[src/rtl/multicycle_control_if.sv]
// Control bundle between the multicycle main-control FSM and the datapath.
// The controller is the master: it reads the opcode and memory ready, drives everything else.
interface multicycle_control_if #(
  parameter int CNT_WIDTH = 32
);
  logic [6:0]           op;
  logic                 mem_ready;
  logic                 pc_write;
  logic                 pc_write_cond;
  logic                 pc_src;
  logic                 iord;
  logic                 mem_read;
  logic                 mem_write;
  logic                 ir_write;
  logic                 mem_to_reg;
  logic                 reg_write;
  logic [1:0]           alu_src_a;
  logic [1:0]           alu_src_b;
  logic [2:0]           alu_op;
  logic                 illegal;
  logic [CNT_WIDTH-1:0] retired_count;
  logic [3:0]           state;

  modport master (
    input  op, mem_ready,
    output pc_write, pc_write_cond, pc_src, iord, mem_read, mem_write, ir_write,
           mem_to_reg, reg_write, alu_src_a, alu_src_b, alu_op, illegal,
           retired_count, state
  );

  modport slave (
    output op, mem_ready,
    input  pc_write, pc_write_cond, pc_src, iord, mem_read, mem_write, ir_write,
           mem_to_reg, reg_write, alu_src_a, alu_src_b, alu_op, illegal,
           retired_count, state
  );
endinterface

[src/rtl/multicycle_control.sv]
// Multicycle RISC-V main control: sequences fetch/decode/execute/memory/write-back,
// stalls on memory ready, traps illegal opcodes and counts retired instructions.
module multicycle_control #(
  parameter int CNT_WIDTH = 32
) (
  input  logic                clk,
  input  logic                reset,
  multicycle_control_if.master bus
);
  localparam logic [6:0] OP_R     = 7'b0110011;
  localparam logic [6:0] OP_I     = 7'b0010011;
  localparam logic [6:0] OP_LUI   = 7'b0110111;
  localparam logic [6:0] OP_LOAD  = 7'b0000011;
  localparam logic [6:0] OP_STORE = 7'b0100011;
  localparam logic [6:0] OP_BEQ   = 7'b1100011;

  typedef enum logic [3:0] {
    FETCH     = 4'd0,
    DECODE    = 4'd1,
    EXEC_R    = 4'd2,
    EXEC_I    = 4'd3,
    EXEC_U    = 4'd4,
    ALU_WB    = 4'd5,
    MEM_ADDR  = 4'd6,
    MEM_READ  = 4'd7,
    MEM_WB    = 4'd8,
    MEM_WRITE = 4'd9,
    BRANCH    = 4'd10,
    TRAP      = 4'd15
  } state_t;

  state_t               state_q, state_d;
  logic [CNT_WIDTH-1:0] count_q;
  logic                 retire;

  logic       pc_write, pc_write_cond, pc_src, iord, mem_read, mem_write;
  logic       ir_write, mem_to_reg, reg_write, illegal;
  logic [1:0] alu_src_a, alu_src_b;
  logic [2:0] alu_op;

  always_ff @(posedge clk or posedge reset) begin
    if (reset) begin
      state_q <= FETCH;
      count_q <= '0;
    end else begin
      state_q <= state_d;
      if (retire) count_q <= count_q + 1'b1;
    end
  end

  always_comb begin
    state_d       = state_q;
    pc_write      = 1'b0;
    pc_write_cond = 1'b0;
    pc_src        = 1'b0;
    iord          = 1'b0;
    mem_read      = 1'b0;
    mem_write     = 1'b0;
    ir_write      = 1'b0;
    mem_to_reg    = 1'b0;
    reg_write     = 1'b0;
    illegal       = 1'b0;
    alu_src_a     = 2'b00;
    alu_src_b     = 2'b00;
    alu_op        = 3'b000;
    unique case (state_q)
      FETCH: begin
        mem_read  = 1'b1;
        alu_src_b = 2'b01;
        alu_op    = 3'b011;
        // IR and PC load in the same cycle the memory delivers the word
        ir_write  = bus.mem_ready;
        pc_write  = bus.mem_ready;
        if (bus.mem_ready) state_d = DECODE;
      end
      DECODE: begin
        alu_src_a = 2'b01;
        alu_src_b = 2'b10;
        alu_op    = 3'b011;
        case (bus.op)
          OP_R:                state_d = EXEC_R;
          OP_I:                state_d = EXEC_I;
          OP_LUI:              state_d = EXEC_U;
          OP_LOAD, OP_STORE:   state_d = MEM_ADDR;
          OP_BEQ:              state_d = BRANCH;
          default:             state_d = TRAP;
        endcase
      end
      EXEC_R: begin
        alu_src_a = 2'b10;
        state_d   = ALU_WB;
      end
      EXEC_I: begin
        alu_src_a = 2'b10;
        alu_src_b = 2'b10;
        alu_op    = 3'b001;
        state_d   = ALU_WB;
      end
      EXEC_U: begin
        alu_src_a = 2'b11;
        alu_src_b = 2'b10;
        alu_op    = 3'b010;
        state_d   = ALU_WB;
      end
      ALU_WB: begin
        reg_write = 1'b1;
        state_d   = FETCH;
      end
      MEM_ADDR: begin
        alu_src_a = 2'b10;
        alu_src_b = 2'b10;
        alu_op    = 3'b011;
        if (bus.op == OP_LOAD)       state_d = MEM_READ;
        else if (bus.op == OP_STORE) state_d = MEM_WRITE;
        else                         state_d = TRAP;
      end
      MEM_READ: begin
        iord     = 1'b1;
        mem_read = 1'b1;
        if (bus.mem_ready) state_d = MEM_WB;
      end
      MEM_WB: begin
        reg_write  = 1'b1;
        mem_to_reg = 1'b1;
        state_d    = FETCH;
      end
      MEM_WRITE: begin
        iord      = 1'b1;
        mem_write = 1'b1;
        if (bus.mem_ready) state_d = FETCH;
      end
      BRANCH: begin
        alu_src_a     = 2'b10;
        alu_op        = 3'b100;
        pc_write_cond = 1'b1;
        pc_src        = 1'b1;
        state_d       = FETCH;
      end
      TRAP: begin
        illegal = 1'b1;
      end
      default: state_d = FETCH;
    endcase
    // state is already FETCH during reset; keep its read strobe off until release
    if (reset) begin
      pc_write      = 1'b0;
      pc_write_cond = 1'b0;
      ir_write      = 1'b0;
      mem_read      = 1'b0;
      mem_write     = 1'b0;
      reg_write     = 1'b0;
    end
  end

  assign retire = (state_d == FETCH) &&
                  ((state_q == ALU_WB) || (state_q == MEM_WB) ||
                   (state_q == MEM_WRITE) || (state_q == BRANCH));

  assign bus.pc_write      = pc_write;
  assign bus.pc_write_cond = pc_write_cond;
  assign bus.pc_src        = pc_src;
  assign bus.iord          = iord;
  assign bus.mem_read      = mem_read;
  assign bus.mem_write     = mem_write;
  assign bus.ir_write      = ir_write;
  assign bus.mem_to_reg    = mem_to_reg;
  assign bus.reg_write     = reg_write;
  assign bus.alu_src_a     = alu_src_a;
  assign bus.alu_src_b     = alu_src_b;
  assign bus.alu_op        = alu_op;
  assign bus.illegal       = illegal;
  assign bus.retired_count = count_q;
  assign bus.state         = state_q;
endmodule

[src/flat_wrapper.sv]
// flat-port wrapper written by rule: the top's interface ports become plain ports
module multicycle_control_flat 
#(
  parameter int CNT_WIDTH = 32
)
  (clk, reset, bus_op, bus_mem_ready, bus_pc_write, bus_pc_write_cond, bus_pc_src, bus_iord, bus_mem_read, bus_mem_write, bus_ir_write, bus_mem_to_reg, bus_reg_write, bus_alu_src_a, bus_alu_src_b, bus_alu_op, bus_illegal, bus_retired_count, bus_state);
  multicycle_control_if #(.CNT_WIDTH(CNT_WIDTH)) bus_i ();
  input  logic clk;
  input  logic reset;
  input wire logic [$bits(bus_i.op)-1:0] bus_op;
  input wire logic [$bits(bus_i.mem_ready)-1:0] bus_mem_ready;
  output wire logic [$bits(bus_i.pc_write)-1:0] bus_pc_write;
  output wire logic [$bits(bus_i.pc_write_cond)-1:0] bus_pc_write_cond;
  output wire logic [$bits(bus_i.pc_src)-1:0] bus_pc_src;
  output wire logic [$bits(bus_i.iord)-1:0] bus_iord;
  output wire logic [$bits(bus_i.mem_read)-1:0] bus_mem_read;
  output wire logic [$bits(bus_i.mem_write)-1:0] bus_mem_write;
  output wire logic [$bits(bus_i.ir_write)-1:0] bus_ir_write;
  output wire logic [$bits(bus_i.mem_to_reg)-1:0] bus_mem_to_reg;
  output wire logic [$bits(bus_i.reg_write)-1:0] bus_reg_write;
  output wire logic [$bits(bus_i.alu_src_a)-1:0] bus_alu_src_a;
  output wire logic [$bits(bus_i.alu_src_b)-1:0] bus_alu_src_b;
  output wire logic [$bits(bus_i.alu_op)-1:0] bus_alu_op;
  output wire logic [$bits(bus_i.illegal)-1:0] bus_illegal;
  output wire logic [$bits(bus_i.retired_count)-1:0] bus_retired_count;
  output wire logic [$bits(bus_i.state)-1:0] bus_state;
  assign bus_i.op = bus_op;
  assign bus_i.mem_ready = bus_mem_ready;
  assign bus_pc_write = bus_i.pc_write;
  assign bus_pc_write_cond = bus_i.pc_write_cond;
  assign bus_pc_src = bus_i.pc_src;
  assign bus_iord = bus_i.iord;
  assign bus_mem_read = bus_i.mem_read;
  assign bus_mem_write = bus_i.mem_write;
  assign bus_ir_write = bus_i.ir_write;
  assign bus_mem_to_reg = bus_i.mem_to_reg;
  assign bus_reg_write = bus_i.reg_write;
  assign bus_alu_src_a = bus_i.alu_src_a;
  assign bus_alu_src_b = bus_i.alu_src_b;
  assign bus_alu_op = bus_i.alu_op;
  assign bus_illegal = bus_i.illegal;
  assign bus_retired_count = bus_i.retired_count;
  assign bus_state = bus_i.state;
  multicycle_control #(.CNT_WIDTH(CNT_WIDTH)) u_core (.clk(clk), .reset(reset), .bus(bus_i));
endmodule
[config.mk]
export PLATFORM = sky130hd
export DESIGN_NAME = multicycle_control_flat
export DESIGN_NICKNAME = d
export VERILOG_FILES = /design/src/rtl/multicycle_control_if.sv /design/src/rtl/multicycle_control.sv /design/src/flat_wrapper.sv
export SDC_FILE = /design/constraint.sdc
export NUM_CORES = 1
export LEC_CHECK = 0
export BUFFER_PORTS_ARGS = -buffer_cell sky130_fd_sc_hd__buf_2
export CAP_MARGIN = 20
export CORE_UTILIZATION = 50
export CTS_CLUSTER_DIAMETER = 30
export DETAILED_ROUTE_END_ITERATION = 10
export PLACE_DENSITY_LB_ADDON = 0.08
export SLEW_MARGIN = 10
export SYNTH_ARGS = -nofsm -noshare
export SYNTH_HDL_FRONTEND = slang
export SYNTH_SLANG_ARGS = --single-unit
[constraint.sdc]
create_clock -name clk -period 2.2 [get_ports clk]
set_clock_uncertainty 0.1 [all_clocks]
set_input_delay 0.11 -clock clk [delete_from_list [all_inputs] [get_ports clk]]
set_output_delay 0.11 -clock clk [all_outputs]
set_load 0.005 [all_outputs]
==> impl_summary.log, run 1 <==
[metrics] result of the run: finished clean
[metrics] cell area after synthesis: 0.00214 mm^2
[metrics] minimum period implied by the final worst setup slack: 1.88 ns
[metrics] total detailed-routing wirelength: 4650 um
[metrics] worst-case reg-to-reg path depth: 4
[metrics] TritonCTS buffer count: 5
[metrics] Leakage Power: 1.33 nW
[metrics] combinational cell fraction of total power: 43.4%
[metrics] Via Count: 1,873
[metrics] Setup Viol. Count Final: 0
[metrics] Synth Net Count: 226
[metrics] sequential group share of total power: 33.6%
[metrics] final HPWL from detailed placement: 3330 um
[metrics] GRT Resource Usage Total: 22.0%
[metrics] worst slew margin relative to its limit: 67.0%
[metrics] post-synthesis instance total: 215
[metrics] Worst Hold Margin: 0.0431 ns
[metrics] Worst Min Path Start: bus_op[5]
[metrics] IO Count: 63
[metrics] crit path launch type: register
[metrics] Async SR Flop Fraction: 100%
[metrics] share of the synthesized area in compound gates (AO/OA/AOI/OAI): 5.97%
[metrics] switching power of the nets: 0.000909 W
[metrics] Hold Violations, Final: 0
[metrics] weighted congestion reported at the end of routability-driven placement: 0.780
[metrics] Synth top cells by count: sky130_fd_sc_hd__dfrtp_1 (36), sky130_fd_sc_hd__nor3_1 (18), sky130_fd_sc_hd__xnor2_1 (18), sky130_fd_sc_hd__nand2_1 (17), sky130_fd_sc_hd__xor2_1 (15)
[metrics] fin util: 64.6%
[metrics] Netlist cell types: 43
[metrics] core area: 0.00406 mm^2
[metrics] combinational family with the most area after synthesis: simple AND/OR/NAND/NOR gates
[metrics] maximum clock frequency: 0.533 GHz
[metrics] deepest clock path buffer count: 2
[metrics] cell family with the largest share of critical-path delay: simple AND/OR/NAND/NOR gates
[metrics] Horiz. Die Dim: 67.4 um
[metrics] top-area cell type share of the netlist area: 42.2%
[metrics] switching share of power: 36.9%
[metrics] IR Drop Worst-Case VDD: 783 uV
[metrics] H-Tree Level Count: 2
[metrics] Vias/cell: 5.66
[metrics] total DRC errors in the routed layout: 0
[metrics] drt first pass iters: 5
[metrics] part of the cycle the worst path needs: 85.3%
[metrics] number of nets in the layout: 291
[metrics] fraction of synthesized cell area in xor and xnor cells: 13.5%
[metrics] clock network fraction of total power: 22.9%
[metrics] Data required, critical path: 2.27 ns
[metrics] Hold WC Path Type: in2reg
[metrics] max incr delay on CP: 0.53 ns
[metrics] number of buffers and inverters on the critical path: 0
[metrics] worst min-delay path endpoint: u_core.bus.state[3]
[metrics] reg2reg start: u_core.bus.state[2]
[metrics] cell chain of the critical path: nor3b_1 -> o311a_1 -> nand4_1 -> xnor2_1
[metrics] unrepaired setup endpoints after global routing: false
[metrics] cell with the most instances after synthesis: sky130_fd_sc_hd__dfrtp_1
[metrics] worst hold stages: 3
[metrics] kind of critical path: reg2reg
[metrics] Clock Root Buffer: sky130_fd_sc_hd__clkbuf_8
[metrics] total power: 0.00246 W
[metrics] final setup slack of the worst path: 0.324 ns
[metrics] number of sinks on the clock net: 36
[metrics] Port-buffer cells: 62
[metrics] total of fill cells in the finished design: 340
[metrics] chip height: 67.4 um
[metrics] number of enable flip-flop cells after synthesis: 0
[metrics] Tightest Pin Transition: 0.493 ns
[metrics] leading cell types by total area after synthesis: sky130_fd_sc_hd__dfrtp_1 (42%), sky130_fd_sc_hd__xnor2_1 (7.4%), sky130_fd_sc_hd__xor2_1 (6.1%), sky130_fd_sc_hd__nor3_1 (4.2%), sky130_fd_sc_hd__and4bb_1 (3.5%)
[metrics] number of synthesized register bits: 36
[metrics] Reg-to-Reg End: u_core.bus.retired_count[28]
[metrics] multiplexer area fraction after synthesis: 0.995%
[metrics] kind of end point of the critical path: register
[metrics] DP Worst Slack: 0.334 ns
[metrics] vias in the first global route: 1,666
[metrics] initial detailed-routing violation count: 73
[metrics] Setup TNS: 0 ns
[metrics] adder-cell share of the synthesized area: 0.585%
[metrics] wire length of the first global-routing pass: 7510 um
[metrics] row count: 23
[metrics] overall die area: 0.00454 mm^2
[metrics] pin count of the biggest net entering global routing: 37
[metrics] leading area contributor after synthesis: sky130_fd_sc_hd__dfrtp_1
[metrics] Pwr Density: 940 mW/mm^2
[metrics] dominant synthesized flop cell: sky130_fd_sc_hd__dfrtp_1
[metrics] signal arrival time at the worst endpoint: 1.95 ns
[metrics] synthesized area divided by synthesized cell count: 9.94 um^2
[metrics] largest fanout of any net on the critical path: 12
[metrics] remaining global-route overflow: 0
[metrics] share of synthesized cell area in and, or, nand and nor gates: 33.2%
[metrics] latest clock arrival within the worst-skew pair: 0.29 ns
[metrics] Yosys Warn Count: 0
[metrics] register area share after synthesis: 42.2%
[metrics] starting utilization of the core area: 52.7%
[metrics] Final Max Tran Viols: 0
[metrics] clock edge transition at the registers on the reported setup and hold paths: 0.07 ns
[metrics] antenna violations before repair: 0
[metrics] internal power: 0.00155 W
[metrics] clock tree from TritonCTS: yes
[metrics] worst reg2reg setup slack: 0.32 ns
[metrics] WL per Instance: 14.1 um
[metrics] diode count: 0
[metrics] Layout Area Growth over Synthesis: 22.6%
[metrics] ANT nets after route: 0
[metrics] Critical Path Slowest Stage Cell: sky130_fd_sc_hd__o311a_1
[metrics] Max-cap violations: 0
[metrics] layout cell share with drive strength beyond 1: 31.3%
## area by class of cell
class	instances	area, um^2	area share, %
clock inverters	2	35.0	1.34
inverters	5	18.8	0.716
clock buffers	6	72.6	2.77
multi-input cells	163	1160	44.5
flip-flops and latches	36	901	34.4
well taps	50	62.6	2.39
repair buffers	69	365	13.9
## what timing repair did
action | 4_1_cts | 5_1_grt
gates resized for setup | 0 | 0
buffers inserted | 0 | 0
hold buffers | 1 | 0
endpoints found under the hold margin | 36 | 0
## worst reg2reg max path: cells and delay by family, from the launching register on
family,cells,cell delay [ns]
flops,1,0.40
xor+xnor,1,0.16
simple gates,2,0.58
compound gates,1,0.53
## registers in the layout, indices dropped and copies added (netlist names)
register,cells
u_core.bus.retired_count,32
u_core.bus.state,4
## logic make-up (layout without fill, tap and decap cells)
logic type | count (synthesis) | count (layout)
mux | 2 | 2
xor+xnor | 33 | 33
flops | 36 | 36
fa+ha+maj | 1 | 1
compound gates | 18 | 18
buf+inv | 16 | 82
simple gates | 109 | 109
## worst max-delay path by stage
stage                         from                            to  cells after the start
2_1_floorplan  u_core.bus.state[1]   u_core.bus.retired_count[1]                      5
3_5_place_dp   u_core.bus.state[2]  u_core.bus.retired_count[28]                      4
5_1_grt        u_core.bus.state[2]  u_core.bus.retired_count[24]                      4
6_report       u_core.bus.state[2]  u_core.bus.retired_count[28]                      4
4_1_cts        u_core.bus.state[2]  u_core.bus.retired_count[28]                      4
3_3_place_gp   u_core.bus.state[2]  u_core.bus.retired_count[22]                      4
## per-stage QoR
step	std cells	instance area, um^2
6_report	331	2620
5_1_grt	331	2620
4_1_cts	331	2620
3_5_place_dp	322	2500
3_3_place_gp	322	2500
2_1_floorplan	215	2140
## cells in the final DEF (no fill, tap or decap), drive strengths merged, types with 5 or more instances in the layout
cell	instances
buf	68
dfrtp	36
nor3	19
xnor2	18
nand2	17
xor2	15
nor2	11
nand3	10
nand4	10
nor4	8
and4bb	6
and3	6
a21oi	6
clkbuf	6
nor3b	5
inv	5
## layer usage
layer	part of all wire, %	GRT usage [%]
met1	47	29.7
met2	48	34.4
met3	4.3	4.39
met4	0.90	8.51
met5	0	0
## power groups by stage
| stage | clock network (W) | registers [W] | logic (W) |
|---|---|---|---|
| finish | 0.000564 | 0.000828 | 0.00107 |
| CTS | 0.000574 | 0.000828 | 0.00108 |
| global route | 0.000606 | 0.000842 | 0.00119 |
| detailed placement | 0 | 0.000840 | 0.00107 |
| global placement | 0 | 0.000838 | 0.00106 |
| floorplan | 0 | 0.000854 | 0.000675 |
Power figures use the tool's default switching activity.
==> run 2, diff against run 1 <==
Settings changed: CORE_UTILIZATION 50 to 47.
Clock period 2.2 ns to 1.6 ns, I/O delays scaled along.
==> run 2 against run 1 <==
- the run now ends with negative setup slack left
- clock power up 6.9%
- setup slack worse by 0.40 ns
- non-clock buffer count increased by 42
- global-route usage down 0.89 points
- critical path depth increased by 1
- sequential power grew 39%
- combinational power up 94%
- final area increased by 20%
- wire length grew 12%
- final cell count increased by 13%
- worst hold slack lost 0.028 ns
- first-iteration DRC count decreased by 5.5%
- largest power group unchanged
- highest routed layer unchanged
==> impl_summary.log, run 2 (synthesis gave the netlist of run 1 again) <==
[metrics] clock tree from TritonCTS: yes
[metrics] GRT Resource Usage Total: 21.1% (-0.89 points)
[metrics] number of non-filler instances in the completed layout: 375 (+13%)
[metrics] failing checks: negative setup slack
[metrics] Setup Viol. Count Final: 22 (+22)
[metrics] Max-cap violations: 0 (unchanged)
[metrics] final HPWL from detailed placement: 3530 um (+6.0%)
[metrics] internal power: 0.00235 W (+51%)
[metrics] part of the cycle the worst path needs: 105% (+20 points)
[metrics] crit path launch type: register
[metrics] chip height: 69.4 um (+3.1%)
[metrics] commonest cells after routing, fill and taps aside: sky130_fd_sc_hd__buf_2 (62), sky130_fd_sc_hd__buf_4 (40), sky130_fd_sc_hd__dfrtp_1 (35), sky130_fd_sc_hd__xnor2_1 (17), sky130_fd_sc_hd__xor2_1 (15)
[metrics] weighted congestion reported at the end of routability-driven placement: 0.769 (-1.4%)
[metrics] kind of end point of the critical path: register
[metrics] overall die area: 0.00482 mm^2 (+6.2%)
[metrics] area taken by flip-flops and latches: 902 um^2 (+0.14%)
[metrics] worst hold stages: 3 (unchanged)
[metrics] H-Tree Level Count: 2 (unchanged)
[metrics] initial detailed-routing violation count: 69 (-5.5%)
[metrics] Vias/cell: 5.47 (-3.4%)
[metrics] IR Drop Worst-Case VDD: 824 uV (+5.2%)
[metrics] worst min-delay path endpoint: u_core.bus.state[3]
[metrics] Tightest Pin Transition: 0.460 ns (-0.0330 ns)
[metrics] final setup slack of the worst path: -0.0791 ns (-0.403 ns)
[metrics] switching share of power: 38.7% (+1.8 points)
[metrics] multi-input combinational cell area: 0.00137 mm^2 (+17%)
[metrics] WL per Instance: 13.9 um (-1.3%)
[metrics] ANT nets after route: 0 (unchanged)
[metrics] minimum period implied by the final worst setup slack: 1.68 ns (-0.197 ns)
[metrics] latest clock arrival within the worst-skew pair: 0.28 ns (about the same)
[metrics] summed area of non-filler cells in the final layout: 0.00315 mm^2 (+20%)
[metrics] Port-buffer cells: 62 (unchanged)
[metrics] worst reg2reg setup slack: -0.08 ns (-0.40 ns)
[metrics] total of fill cells in the finished design: 333 (-2.1%)
[metrics] kind of critical path: reg2reg
[metrics] diode count: 0 (unchanged)
[metrics] Horiz. Die Dim: 69.4 um (+3.1%)
[metrics] drt first pass iters: 4 (-1)
[metrics] Final Max Tran Viols: 0 (unchanged)
[metrics] unrepaired setup endpoints after global routing: true
[metrics] largest fanout of any net on the critical path: 8 (-4)
[metrics] sequential group share of total power: 30.0% (-3.6 points)
[metrics] combinational cell fraction of total power: 54.3% (+11 points)
[metrics] IO Count: 63 (unchanged)
[metrics] TritonCTS buffer count: 5 (unchanged)
[metrics] switching power of the nets: 0.00149 W (+63%)
[metrics] total DRC errors in the routed layout: 0 (unchanged)
[metrics] worst-case reg-to-reg path depth: 5 (+1)
[metrics] total detailed-routing wirelength: 5210 um (+12%)
[metrics] area post-placement: 0.00279 mm^2 (+12%)
[metrics] clock edge transition at the registers on the reported setup and hold paths: 0.07 ns (about the same)
[metrics] max reg flops: 32 (unchanged)
[metrics] launch point of the critical path: u_core.bus.state[3]
[metrics] Clock Root Buffer: sky130_fd_sc_hd__clkbuf_8
[metrics] core area: 0.00435 mm^2 (+7.3%)
[metrics] result of the run: finished, violations left
[metrics] Leakage Power: 1.65 nW (+24%)
[metrics] fin util: 72.2% (+7.7 points)
[metrics] worst slew margin relative to its limit: 69.1% (+2.1 points)
[metrics] commonest non-fill, non-tap cell in the layout: sky130_fd_sc_hd__buf_2
[metrics] reg2reg start: u_core.bus.state[3]
[metrics] Hold Violations, Final: 0 (unchanged)
[metrics] pin count of the biggest net entering global routing: 23 (-38%)
[metrics] starting utilization of the core area: 49.1% (-3.6 points)
[metrics] Pwr Density: 1220 mW/mm^2 (+30%)
[metrics] signal arrival time at the worst endpoint: 1.75 ns (-0.20 ns)
[metrics] row count: 24 (+4.3%)
[metrics] Hold WC Path Type: in2reg
[metrics] antenna violations before repair: 0 (unchanged)
[metrics] layout cell share with drive strength beyond 1: 47.7% (+16 points)
[metrics] wire length of the first global-routing pass: 8160 um (+8.6%)
[metrics] Worst Min Path Start: bus_op[4]
[metrics] number of nets in the layout: 334 (+15%)
[metrics] vias in the first global route: 1,829 (+9.8%)
[metrics] remaining global-route overflow: 0 (unchanged)
[metrics] cell count after placement: 359 (+11%)
[metrics] clock network fraction of total power: 15.7% (-7.2 points)
[metrics] total power: 0.00384 W (+56%)
[metrics] Via Count: 2,050 (+9.5%)
[metrics] number of sinks on the clock net: 36 (unchanged)
[metrics] Layout Area Growth over Synthesis: 47.2%
[metrics] deepest clock path buffer count: 2 (unchanged)
[metrics] Reg-to-Reg End: u_core.bus.retired_count[27]
[metrics] maximum clock frequency: 0.596 GHz (+12%)
[metrics] Data required, critical path: 1.67 ns (-0.60 ns)
[run 2: cell types whose count changed in the layout (fill, tap and decap cells not counted), sizes merged]
cell | previous run | this run
or3 | 2 | 3
bufinv | 1 | 0
buf | 68 | 108
dlygate4sd3 | 1 | 3
[run 2: through the flow]
stage / setup TNS, ns / hold slack (ns) / setup WS, ns
4_1_cts: -0.569 / 0.000146 / -0.0561
3_3_place_gp: -0.0179 / 0.0883 / -0.0133
2_1_floorplan: -0.157 / 0.0942 / -0.0282
6_report: -0.815 / 0.0154 / -0.0791
3_5_place_dp: -0.186 / 0.0877 / -0.0439
5_1_grt: -3.30 / 0.0547 / -0.158
[run 2: worst max-delay path by stage]
stage / endpoint / slack [ns] / depth (start not counted)
after floorplan: u_core.bus.retired_count[19] / -0.03 / 4
after global placement: u_core.bus.retired_count[25] / -0.01 / 5
after detailed placement: u_core.bus.retired_count[25] / -0.04 / 5
after CTS: u_core.bus.retired_count[25] / -0.06 / 5
after global routing: u_core.bus.retired_count[27] / -0.16 / 5
final: u_core.bus.retired_count[27] / -0.08 / 5
[run 2: cell type report]
type | count | share of cell area, %
clock buffers | 6 | 2.31
well taps | 52 | 2.07
flip-flops and latches | 36 | 28.7
inverters | 5 | 0.597
repair buffers | 111 | 22.8
multi-input cells | 164 | 43.4
clock inverters | 1 | 0.159
[run 2: power by group through the flow]
stage / clock, W / sequential [W] / combinational [W]
finish: 0.000603 / 0.00115 / 0.00208
global route: 0.000663 / 0.00117 / 0.00229
CTS: 0.000626 / 0.00113 / 0.00183
detailed placement: 0 / 0.00115 / 0.00168
global placement: 0 / 0.00114 / 0.00166
floorplan: 0 / 0.00119 / 0.000977
[run 2: repair_timing]
item / 4_1_cts / 5_1_grt
pin swaps: 1 / 18
hold endpoints to repair: 37 / 0
buffers inserted: 2 / 3
cloned: 0 / 1
hold buffers: 3 / 0
setup endpoints to repair: 23 / 40
gates resized for setup: 9 / 33
[run 2: worst max-delay path, cell delays in order (launching register included)]
cell and delay [ns]:
sky130_fd_sc_hd__dfrtp_1 0.41, sky130_fd_sc_hd__and4bb_2 0.27, sky130_fd_sc_hd__nor3_4 0.23, sky130_fd_sc_hd__buf_6 0.19
sky130_fd_sc_hd__and4bb_1 0.22, sky130_fd_sc_hd__xor2_1 0.14
[run 2: layer usage]
| layer | track usage, % | share of wire (%) | routed length [um] |
|---|---|---|---|
| met1 | 25.9 | 43 | 2250 |
| met2 | 36.7 | 53 | 2750 |
| met3 | 4.51 | 3.2 | 166 |
| met4 | 6.80 | 0.60 | 31 |
| met5 | 0 | 0 | 0 |
